`src/rtl/dmem_responder.sv`:
```
// ============================================================================
// Module      : dmem_responder
// Description : Handshaked data-memory responder. It accepts one load or store
//               at a time, waits LATENCY cycles, then performs the word access
//               and presents the response until the requester takes it.
//               Optional macro DMEM_MISALIGN_CHECK_EN rejects requests with
//               req_addr[1:0] != 0.
// Revision    : 1.0 - initial release
// ============================================================================
`default_nettype none

module dmem_responder #(
    parameter int DEPTH   = 64,
    parameter int LATENCY = 2
) (
    input  logic        clk,
    input  logic        reset_n,
    input  logic        req_valid,
    output logic        req_ready,
    input  logic        req_we,
    input  logic [31:0] req_addr,
    input  logic [31:0] req_wdata,
    input  logic [3:0]  req_be,
    output logic        rsp_valid,
    input  logic        rsp_ready,
    output logic [31:0] rsp_rdata,
    output logic        rsp_err
);

    localparam int         c_AW  = $clog2(DEPTH);
    localparam logic [3:0] c_LAT = 4'(LATENCY);

    typedef enum logic [1:0] {
        S_IDLE = 2'd0,
        S_WAIT = 2'd1,
        S_RESP = 2'd2
    } state_t;

    state_t          r_state;
    state_t          w_state_nxt;
    logic [3:0]      r_cnt;
    logic            r_we;
    logic [31:0]     r_addr;
    logic [31:0]     r_wdata;
    logic [3:0]      r_be;
    logic [31:0]     r_rdata;
    logic            r_err;
    logic [31:0]     r_mem [DEPTH];

    logic            w_accept;
    logic            w_access;
    logic [c_AW-1:0] w_idx;
    logic            w_range_err;
    logic            w_mis_err;
    logic            w_err;

    assign w_accept    = (r_state == S_IDLE) && req_valid;
    assign w_access    = (r_state == S_WAIT) && (r_cnt == 4'd0);
    assign w_idx       = r_addr[c_AW+1:2];
    assign w_range_err = |r_addr[31:c_AW+2];

`ifdef DMEM_MISALIGN_CHECK_EN
    assign w_mis_err = |r_addr[1:0];
`else
    logic w_unused_addr_lo;
    assign w_unused_addr_lo = ^r_addr[1:0];
    assign w_mis_err        = 1'b0;
`endif

    assign w_err = w_mis_err | w_range_err;

    assign req_ready = (r_state == S_IDLE);
    assign rsp_valid = (r_state == S_RESP);
    assign rsp_rdata = r_rdata;
    assign rsp_err   = r_err;

    always_ff @(posedge clk or negedge reset_n) begin
        if (!reset_n) begin
            r_state <= S_IDLE;
        end else begin
            r_state <= w_state_nxt;
        end
    end

    always_comb begin
        w_state_nxt = r_state;
        case (r_state)
            S_IDLE:  if (req_valid) w_state_nxt = S_WAIT;
            S_WAIT:  if (r_cnt == 4'd0) w_state_nxt = S_RESP;
            S_RESP:  if (rsp_ready) w_state_nxt = S_IDLE;
            default: w_state_nxt = S_IDLE;
        endcase
    end

    always_ff @(posedge clk or negedge reset_n) begin
        if (!reset_n) begin
            r_cnt   <= 4'd0;
            r_we    <= 1'b0;
            r_addr  <= 32'd0;
            r_wdata <= 32'd0;
            r_be    <= 4'd0;
            r_rdata <= 32'd0;
            r_err   <= 1'b0;
        end else begin
            if (w_accept) begin
                r_we    <= req_we;
                r_addr  <= req_addr;
                r_wdata <= req_wdata;
                r_be    <= req_be;
                r_cnt   <= c_LAT;
            end else if (r_state == S_WAIT && r_cnt != 4'd0) begin
                r_cnt <= r_cnt - 4'd1;
            end

            if (w_access) begin
                r_rdata <= (r_we || w_err) ? 32'd0 : r_mem[w_idx];
                r_err   <= w_err;
            end else if (r_state == S_RESP && rsp_ready) begin
                r_rdata <= 32'd0;
                r_err   <= 1'b0;
            end
        end
    end

    // RAM is not reset; reset forces IDLE, so an interrupted access never writes.
    always_ff @(posedge clk) begin
        if (w_access && r_we && !w_err) begin
            for (int i = 0; i < 4; i++) begin
                if (r_be[i]) begin
                    r_mem[w_idx][8*i +: 8] <= r_wdata[8*i +: 8];
                end
            end
        end
    end

endmodule

`default_nettype wire

```
`config.mk`:
```
export PLATFORM = sky130hd
export DESIGN_NAME = dmem_responder
export DESIGN_NICKNAME = d
export VERILOG_FILES = /design/src/rtl/dmem_responder.sv
export SDC_FILE = /design/constraint.sdc
export NUM_CORES = 2
export LEC_CHECK = 0
export CAP_MARGIN = 20
export CORE_UTILIZATION = 52
export DETAILED_ROUTE_END_ITERATION = 10
export PLACE_DENSITY_LB_ADDON = 0.08
export SLEW_MARGIN = 20
export SYNTH_ARGS = -nofsm -noshare
export SYNTH_HDL_FRONTEND = slang
export SYNTH_SLANG_ARGS = --single-unit
```
`constraint.sdc`:
```
create_clock -name clk -period 2.9 [get_ports clk]
set_clock_uncertainty 0.15 [all_clocks]
set_input_delay 0.87 -clock clk [delete_from_list [all_inputs] [get_ports clk]]
set_output_delay 0.87 -clock clk [all_outputs]
set_load 0.01 [all_outputs]
```
==> impl_metrics.json <==
{
  "outcome": "finished, final reports clean",
  "fillers": 11400,
  "final_nets": 5510,
  "ys_seq_area_share_pct": 77.4,
  "synth_cell_types": 51,
  "power_leakage_uw": 0.0332,
  "crit_arrival_ns": 3.48,
  "initial_core_util_pct": 52.4,
  "overflow": 0,
  "die_h_um": 401,
  "finalHoldViolations": 0,
  "cp_max_fo": 14,
  "place_inst": 7270,
  "worst_slack_ns": 0.00501,
  "netlist_area_um2": 82800,
  "slew_headroom_pct": 22.3,
  "viasPerCell": 6.35,
  "drt_iter0_markers": 5195,
  "wl_per_cell_um": 31.4,
  "cts_made_buffers": 213,
  "synthCells": 4732,
  "num_rows": 146,
  "die_area_um2": 161000,
  "yosys.area.top_type": "edfxtp_1",
  "drv_cap": 0,
  "ant_nets": 0,
  "fin_crit_ns": 2.89,
  "root_buffer": "clkbuf_16",
  "crit_type": "flop to flop",
  "drc": 0,
  "ys_async_sr_fraction_pct": 4.92,
  "core_um2": 158000,
  "pre_cts_slack_ns": -0.274,
  "avgSynthCellArea_um2": 17.5,
  "antenna_found_initial": 11,
  "setup_violations": 0,
  "drive_gt1_share_pct": 22.9,
  "dominantRegCellSynth": "edfxtp_1",
  "place_congestion": 0.897,
  "cp-start-kind": "flop",
  "clk_latency_ns": 0.85,
  "syn-num-nets": 4806,
  "wirelength_um": 241000,
  "htree_num_levels": 4,
  "synthToLayoutAreaGrowth_pct": 19.8,
  "synth_edf_count": 2048,
  "via_count": 48900,
  "grt_pass1_vias": 47100,
  "fin_crit_sh_pct": 99.8,
  "finalPower_uw": 105000,
  "num_io_pins": 108,
  "timing.hold.ws_ns": 0.336,
  "synth_top_cell_area_share_pct": 74.2,
  "fp.dieW_um": 401,
  "vdd_drop_max_v": 0.00111,
  "endpoint_kind": "flop",
  "final_cells": 7689,
  "ys_ff_latch": 2154,
  "slew_violations": 0,
  "grt_max_degree": 69,
  "cts_tree": "done",
  "firstDrtPassIters": 6,
  "worst_pin_slew_ns": 1.17,
  "ys_top_cells_by_area": "edfxtp_1, mux2i_1, a221oi_1",
  "clockBufferDepth": 3,
  "power_density_nw_per_um2": 1060,
  "clkSinkCount": 2154,
  "rsz0062_at_grt": "yes",
  "hold_class": "flop to flop",
  "cp_data_required_time_ns": 3.48,
  "io_buffers": 105,
  "grt_pass1_wl_um": 339000,
  "max_freq_mhz": 345,
  "grt_use_total_pct": 29.5,
  "yosysWarnings": 0,
  "dpl.hpwl_um": 157000,
  "clkTransAtPathRegs_ns": 0.06
}
state kept, by name, summed over array words and instances (netlist names):
register / flops
r_be: 4
r_mem: 2048
r_cnt: 4
r_addr: 30
rsp_err: 1
r_we: 1
r_state: 2
r_wdata: 32
rsp_rdata: 32
cell usage in the layout (no fill, tap or decap), types with 69 or more instances in the layout:
cell             count
o21ai_0            122
clkbuf_16          227
nand2_1            107
dfrtp_1             69
buf_4              617
o22ai_1             96
clkdlybuf4s50_1     90
a22o_1              84
edfxtp_1          2048
o22a_1             151
mux2i_1            467
nor2_1             264
buf_12              93
a221oi_1           339
a221o_1            122
final timing paths:
path | slack, ns | endpoint | cells past startpoint | startpoint
setup reg to reg | 0.005 | rsp_rdata[0]$_DFFE_PN0P_ | 11 | r_addr[2]$_DFFE_PN0P_
hold reg to reg | 0.34 | rsp_rdata[6]$_DFFE_PN0P_ | 2 | rsp_rdata[6]$_DFFE_PN0P_
setup / recovery | 0.005 | rsp_rdata[0]$_DFFE_PN0P_ | 11 | r_addr[2]$_DFFE_PN0P_
min in group asynchronous | 0.35 | r_state[0]$_DFFE_PN0P_ | 2 | reset_n
hold / removal | 0.34 | rsp_rdata[6]$_DFFE_PN0P_ | 2 | rsp_rdata[6]$_DFFE_PN0P_
max in group asynchronous | 1.44 | rsp_rdata[26]$_DFFE_PN0P_ | 3 | reset_n
final cells by class:
| cell class | instances | area (um^2) | area share, % |
|---|---|---|---|
| Clock inverter | 104 | 843 | 0.850 |
| Sequential cell | 2154 | 64200 | 64.7 |
| Inverter | 8 | 37.5 | 0.0378 |
| Timing Repair Buffer | 850 | 8170 | 8.23 |
| Tap cell | 2072 | 2590 | 2.61 |
| Clock buffer | 287 | 5870 | 5.91 |
| Multi-Input combinational cell | 2209 | 17500 | 17.7 |
| Antenna cell | 5 | 12.5 | 0.0126 |
synth_stat cells, types with 4 or more instances:
master and n:
and3_1 6, mux2_2 65, o22a_1 151, or2_2 31, a22o_1 89, nand2b_1 5
nor2_1 274, nor3_1 4, clkbuf_1 207, inv_1 8, mux2i_1 469, buf_4 6
o22ai_1 97, nor2b_1 4, mux4_2 18, nand2_1 115, a21oi_1 64, o21ai_0 142
o21ai_1 48, nand3_1 5, nor4_1 38, buf_6 11, edfxtp_1 2048, dfrtp_1 106
a221oi_1 364, a221o_1 122, o211ai_1 32, buf_1 24, nor3b_1 6, buf_2 113
o221ai_1 29
per-stage QoR:
step	TNS, ns	utilization, %	area [um^2]
2_1_floorplan	0	-	82800
3_3_place_gp	-25.75	58.0	91700
3_5_place_dp	-28.45	58.0	91700
4_1_cts	-0.0173	62.3	98500
5_1_grt	-0.168	62.7	99300
6_report	0	62.7	99300
logic make-up (layout without fill, tap and decap cells):
family                   Yosys count  count (layout)  synth area share, %
multiplexers                     552             552                 7.04
other                              0               5                    0
XOR/XNOR                           3               3               0.0317
AO/OA/AOI/OAI                   1152            1152                 10.9
adder cells (fa/ha/maj)            1               1               0.0151
flip-flops                      2154            2154                 77.4
AND/OR/NAND/NOR                  501             501                 2.62
buffers and inverters            369            1249                 1.97
worst max-delay path: stages (launching register included):
cell	delay [ns]
dfrtp_2	0.42
buf_4	0.21
buf_4	0.16
nand2_4	0.11
buf_12	0.15
buf_12	0.16
o22ai_1	0.13
o31a_1	0.36
a2111oi_2	0.28
nand4_1	0.20
buf_6	0.19
a32o_1	0.25
routing by layer:
metal / global-route usage (%) / wire length [um] / vias up / part of all wire (%)
li1: - / - / 20900 / -
met1: 41.5 / 99600 / 25300 / 41
met2: 45.1 / 112000 / 2277 / 46
met3: 6.91 / 21600 / 355 / 9.0
met4: 10.2 / 8160 / 12 / 3.4
met5: 1.46 / 366 / - / 0.15
power breakdown:
group	total (uW)	leakage (uW)	switching, uW	internal, uW
clock	26600	0.00329	11400	15200
sequential	42000	0.0197	2730	39200
combinational	36200	0.0102	22000	14200
total	105000	0.0332	36100	68700
what timing repair did:
action / CTS / global route
hold buffers: 1 / 0
cloned: 0 / 6
endpoints found under the hold margin: 30 / 0
pin swaps: 2 / 10
endpoints found under the setup margin: 287 / 1377
buffers inserted: 6 / 10
resized for setup: 33 / 113
(Power assumes the default switching activity.)
